--- src/rtl/data_ram_ctrl.sv ---
// rtl/data_ram_ctrl.sv - single-port data RAM with valid/ready requests, byte enables, RD_LAT pipeline and clear-after-reset
// Optional word parity with error injection when DATA_RAM_PARITY_EN is defined.
module data_ram_ctrl #(
    parameter int DATA_W = 16,
    parameter int ADDR_W = 16,
    parameter int DEPTH  = 256,
    parameter int RD_LAT = 1
) (
    input  logic                clk,
    input  logic                rst,
    input  logic                req_valid,
    output logic                req_ready,
    input  logic                req_we,
    input  logic [DATA_W/8-1:0] req_be,
    input  logic [ADDR_W-1:0]   req_addr,
    input  logic [DATA_W-1:0]   req_wdata,
`ifdef DATA_RAM_PARITY_EN
    input  logic                inj_perr,
`endif
    output logic                rsp_valid,
    output logic [DATA_W-1:0]   rsp_rdata,
    output logic                rsp_err,
    output logic                init_done
);

    localparam int NB    = DATA_W / 8;
    localparam int IDX_W = (DEPTH > 1) ? $clog2(DEPTH) : 1;
    localparam logic [ADDR_W:0]  DEPTH_X  = (ADDR_W + 1)'(DEPTH);
    localparam logic [IDX_W-1:0] LAST_IDX = IDX_W'(DEPTH - 1);

    if (DATA_W % 8 != 0) begin : g_bad_data_w
        $error("data_ram_ctrl: DATA_W must be a multiple of 8");
    end
    if (RD_LAT < 1 || RD_LAT > 3) begin : g_bad_rd_lat
        $error("data_ram_ctrl: RD_LAT must be in 1..3");
    end
    if (DEPTH < 1 || DEPTH > 2 ** ADDR_W) begin : g_bad_depth
        $error("data_ram_ctrl: DEPTH must be in 1..2**ADDR_W");
    end

    typedef enum logic {S_CLEAR, S_RUN} state_t;

    state_t           state, state_n;
    logic [IDX_W-1:0] clr_addr;
    logic [DATA_W-1:0] mem [DEPTH];

    logic              accept;
    logic              in_range;
    logic [IDX_W-1:0]  idx;
    logic [DATA_W-1:0] rd_word;
    logic [DATA_W-1:0] merged;
    logic [DATA_W-1:0] rsp_d_n;
    logic              rsp_e_n;

    always_ff @(posedge clk) begin
        if (rst) begin
            state    <= S_CLEAR;
            clr_addr <= '0;
        end else begin
            state <= state_n;
            if (state == S_CLEAR) begin
                clr_addr <= clr_addr + 1'b1;
            end
        end
    end

    always_comb begin
        state_n   = state;
        req_ready = 1'b0;
        init_done = 1'b0;
        case (state)
            S_CLEAR: begin
                if (clr_addr == LAST_IDX) begin
                    state_n = S_RUN;
                end
            end
            S_RUN: begin
                req_ready = 1'b1;
                init_done = 1'b1;
            end
            default: state_n = S_CLEAR;
        endcase
    end

    // Full-width compare so addresses beyond DEPTH are flagged, never wrapped.
    assign accept   = req_valid && req_ready && !rst;
    assign in_range = {1'b0, req_addr} < DEPTH_X;
    assign idx      = req_addr[IDX_W-1:0];
    assign rd_word  = in_range ? mem[idx] : '0;

    always_comb begin
        merged = rd_word;
        for (int i = 0; i < NB; i++) begin
            if (req_be[i]) begin
                merged[8*i +: 8] = req_wdata[8*i +: 8];
            end
        end
    end

    always_ff @(posedge clk) begin
        if (state == S_CLEAR) begin
            mem[clr_addr] <= '0;
        end else if (accept && req_we && in_range) begin
            mem[idx] <= merged;
        end
    end

`ifdef DATA_RAM_PARITY_EN
    logic par_mem [DEPTH];
    logic rd_par;
    logic perr;

    assign rd_par = in_range ? par_mem[idx] : 1'b0;
    assign perr   = in_range && ((^rd_word) != rd_par);

    always_ff @(posedge clk) begin
        if (state == S_CLEAR) begin
            par_mem[clr_addr] <= 1'b0;
        end else if (accept && req_we && in_range) begin
            par_mem[idx] <= (^merged) ^ inj_perr;
        end
    end

    assign rsp_e_n = !in_range || (!req_we && perr);
`else
    assign rsp_e_n = !in_range;
`endif

    assign rsp_d_n = !in_range ? '0 : (req_we ? merged : rd_word);

    // Each stage's data only advances with a valid entry, so the last stage holds between responses.
    logic              pv [RD_LAT];
    logic [DATA_W-1:0] pd [RD_LAT];
    logic              pe [RD_LAT];

    always_ff @(posedge clk) begin
        if (rst) begin
            for (int i = 0; i < RD_LAT; i++) begin
                pv[i] <= 1'b0;
                pd[i] <= '0;
                pe[i] <= 1'b0;
            end
        end else begin
            pv[0] <= accept;
            if (accept) begin
                pd[0] <= rsp_d_n;
                pe[0] <= rsp_e_n;
            end
            for (int i = 1; i < RD_LAT; i++) begin
                pv[i] <= pv[i-1];
                if (pv[i-1]) begin
                    pd[i] <= pd[i-1];
                    pe[i] <= pe[i-1];
                end
            end
        end
    end

    assign rsp_valid = pv[RD_LAT-1];
    assign rsp_rdata = pd[RD_LAT-1];
    assign rsp_err   = pv[RD_LAT-1] & pe[RD_LAT-1];

endmodule

--- config.mk ---
export PLATFORM = sky130hd
export DESIGN_NAME = data_ram_ctrl
export DESIGN_NICKNAME = d
export VERILOG_FILES = /design/src/rtl/data_ram_ctrl.sv
export SDC_FILE = /design/constraint.sdc
export NUM_CORES = 2
export LEC_CHECK = 0
export CORE_MARGIN = 10
export CORE_UTILIZATION = 38
export DETAILED_ROUTE_END_ITERATION = 10
export PLACE_DENSITY = 0.56
export SLEW_MARGIN = 0
export SYNTH_ARGS = -nofsm -noshare
export SYNTH_HDL_FRONTEND = slang
export SYNTH_MEMORY_MAX_BITS = 65536
export SYNTH_SLANG_ARGS = --single-unit
--- constraint.sdc ---
create_clock -name clk -period 20.6 [get_ports clk]
set_input_delay 5.15 -clock clk [delete_from_list [all_inputs] [get_ports clk]]
set_output_delay 5.15 -clock clk [all_outputs]
set_load 0.01 [all_outputs]
==> results.md <==
* Placed Instances at 13,111
* Cell count after synthesis at 7,567
* Total negative slack at 0 ns
* Post-CTS sizing at 0
* Max clock buf depth at 4
* Max incr delay on CP at approximately 0.97 ns
* Top-count cell post-synth: edfxtp_1
* Cts bufs inserted at around 420
* Final setup violation count at 0
* Peak supply drop at roughly 76 uV
* Worst Skew at 0.0771 ns
* Critical path arrival at about 13 ns
* Yosys reg bits at 4,123
* Routability Congestion at 0.876
* Final Cycle Share at 60.9%
* Cell taking the most area after synthesis: edfxtp_1
* Standard-cell rows at 238
* Top-Level Pins at 58
* Syn avg cell area at between 20 and 25 sq um
* Crit-path cells: buf_16 -> buf_4 -> buf_4 -> buf_4 -> buf_4 -> mux2i_1 -> a22oi_1 -> nand3_1 -> a2111oi_2 -> buf_4 -> o21ai_0 -> a2111oi_2 -> a22oi_1 -> nor2_4 -> buf_4
* DRT Pass-1 Iters at 5
* Synth top area share at just under 80%
* Crit path max-delay family: buffers and inverters
* Initial antenna violation count at 27
* Synthesized Nets at ~7,600
* Share of layout cells above drive strength 1 at 22.6%
* Final Non-Filler Cells at 13,891
* Status: complete, no violations
* Measured slew at the worst slew-check pin at about 1.4 ns
* Post-synth top cells: edfxtp_1, mux2i_1, mux4_2, a22oi_1, nor2_1
* Post-CTS setup buffer count at 0
* Routed vias/inst at between 5 and 6
* Power Total at 17.1 mW
* Detail Route Antenna Nets at 0
* Die area at 448,000 sq um
* DR WL/cell at 33.5 um
* Minimum clock period at 12.55 ns
* DP HPWL at about 270,000 um
* Tot GR Track Use at 20.2%
* Worst-path clk slew at 0.06 ns
* Final wirelength at 466,000 um
* Final nets at 8,050
* Max_cap viols at 0
* P_leak at between 60 and 70 nW
* Synth unique cells at 79
* Power Density at 94.2 nW/um^2
* Core Area at 420,000 sq um
* Clock root cell: clkbuf_16
* Mapped cell area at approximately 160,000 sq um
* First-pass GRT wire length at 646,000 um
* Die H at around 670 um
* Fmax at approximately 0.080 GHz
* Critical Path Most Common Cell: buf_4
* Dominant synthesized flop cell: edfxtp_1
* RSZ-0062 raised after global routing: false
* DRC viols at 0
* Worst path required time at 21.20 ns
* Number of global-route vias before repair at 80,256
* Area delta synth->final at 13.3%
* Grt total ovfl at 0
* Cts hold-fix bufs at 0
* Fin. Hold Viols at 0
* Relative slew margins at 8.36%
* Number of synthesized flops with an enable pin at 4,113
* Clock Latency Late Sink at 1.00 ns
* Slowest library cell on the worst path: nor2_4
* Kind of end point of the critical path: register
* Clk sinks at 4,123
* Worst setup SP type: input pin
* Largest net degree at the start of global routing at ~260
* H-tree depth at 5
* Async S/R FF share, synth at 0%
* IO buf count at 57
* CTS tree: yes
* Starting density of the core at between 30% and 40%
* Kind of critical path: in2reg
* Syn. warnings at 0
* Slew Limit Fails at 0
* Die Width at ~670 um
* Vias post-DR at roughly 80,000
* DR iter-0 viols at approximately 10,000
* CP bufs+invs at 7
* Synth area leaders: edfxtp_1, mux4_2, mux2i_1, a22oi_1, mux4_1
* Sequential element share of the synthesized area at ~77%
* Max FO, Critical Path at 80
* Tightest Hold Check Type: reg2reg
==> worst min-delay path, delay by kind of cell, from the launching register on <==
family	cells	cell delay (ns)
and+or+nand+nor	1	0.05
DFF	1	0.36
xor gates and xnor gates	1	0.14
==> cell families (layout without fill, tap and decap cells) <==
family	Yosys count	count (layout)	share of synthesized area [%]
AO/OA/AOI/OAI	828	828	3.64
XOR/XNOR	7	7	0.0383
adder cells (fa/ha/maj)	1	1	0.00782
buffers and inverters	459	1249	2.23
flip-flops	4123	4123	77.3
multiplexers	1427	1427	14.7
other	0	14	0
AND/OR/NAND/NOR	722	722	2.11
==> sequential cells by signal, summed over array words and instances, names as in the netlist <==
register / count
clr_addr: 8
mem: 4096
pd: 16
pe: 1
pv: 1
state: 1
==> area by class of cell <==
cell class	instances	area, sq um
antenna	14	35.0
clock buffer	500	10800
clock inverter	265	2460
fill	35938	238000
inverter	4	20.0
multi-input combinational	2985	33600
sequential	4123	124000
tap	5520	6910
timing repair buffer	480	3960
==> power by group <==
group          switching [mW]  total (mW)  internal, mW
combinational           0.402       0.573         0.171
clock                    3.22        7.41          4.18
sequential            0.00598        9.10          9.10
==> placed cells by master (no fill, tap or decap), types with 34 or more instances in the layout <==
| cell type | Yosys | final |
|---|---|---|
| o22ai_1 | 128 | 128 |
| clkinv_2 | 0 | 91 |
| bufinv_16 | 0 | 36 |
| clkdlybuf4s50_1 | 0 | 51 |
| mux2i_1 | 695 | 695 |
| a31oi_1 | 34 | 34 |
| nor2_2 | 0 | 110 |
| nand4_1 | 64 | 64 |
| buf_4 | 30 | 408 |
| a22oi_1 | 360 | 360 |
| nor2_1 | 294 | 174 |
| clkinv_1 | 0 | 101 |
| a21oi_1 | 94 | 89 |
| nand2_1 | 156 | 156 |
| o221ai_1 | 35 | 35 |
| a211oi_1 | 54 | 48 |
| edfxtp_1 | 4113 | 4113 |
| clkbuf_1 | 124 | 82 |
| nand3_1 | 35 | 34 |
| mux4_2 | 643 | 643 |
| mux4_1 | 71 | 71 |
| clkbuf_16 | 0 | 418 |
==> final timing paths <==
check | from | end | slack [ns] | cells past startpoint
hold / removal | clr_addr[0] | clr_addr[0] | 0.59 | 2
setup / recovery | req_addr[0] | mem[249][5] | 8.05 | 15
setup reg to reg | mem[250][7] | mem[233][7] | 14.06 | 10
hold reg to reg | clr_addr[0] | clr_addr[0] | 0.59 | 2
==> through the flow <==
| stage | instance area [sq um] | setup slack, ns | hold slack, ns | util (%) |
|---|---|---|---|---|
| 2_1_floorplan | 160000 | 1.34 | 0.513 | - |
| 3_3_place_gp | 168000 | 7.18 | 0.532 | 40.0 |
| 3_5_place_dp | 168000 | 7.14 | 0.574 | 40.0 |
| 4_1_cts | 181000 | 8.12 | 0.584 | 43.2 |
| 5_1_grt | 181000 | 7.72 | 0.629 | 43.2 |
| 6_report | 181000 | 8.05 | 0.594 | 43.2 |
==> per-layer routing <==
layer  track usage (%)  part of all wire (%)  wire length, um  up-vias
met5                 0                0.0058               27        -
met4              9.01                   5.2            24200        4
met2              31.9                    47           217000     3875
met1              27.7                    40           186000    43943
met3              3.53                   8.2            38200      866
li1                  -                     -                -    32734
(Power assumes the default switching activity.)
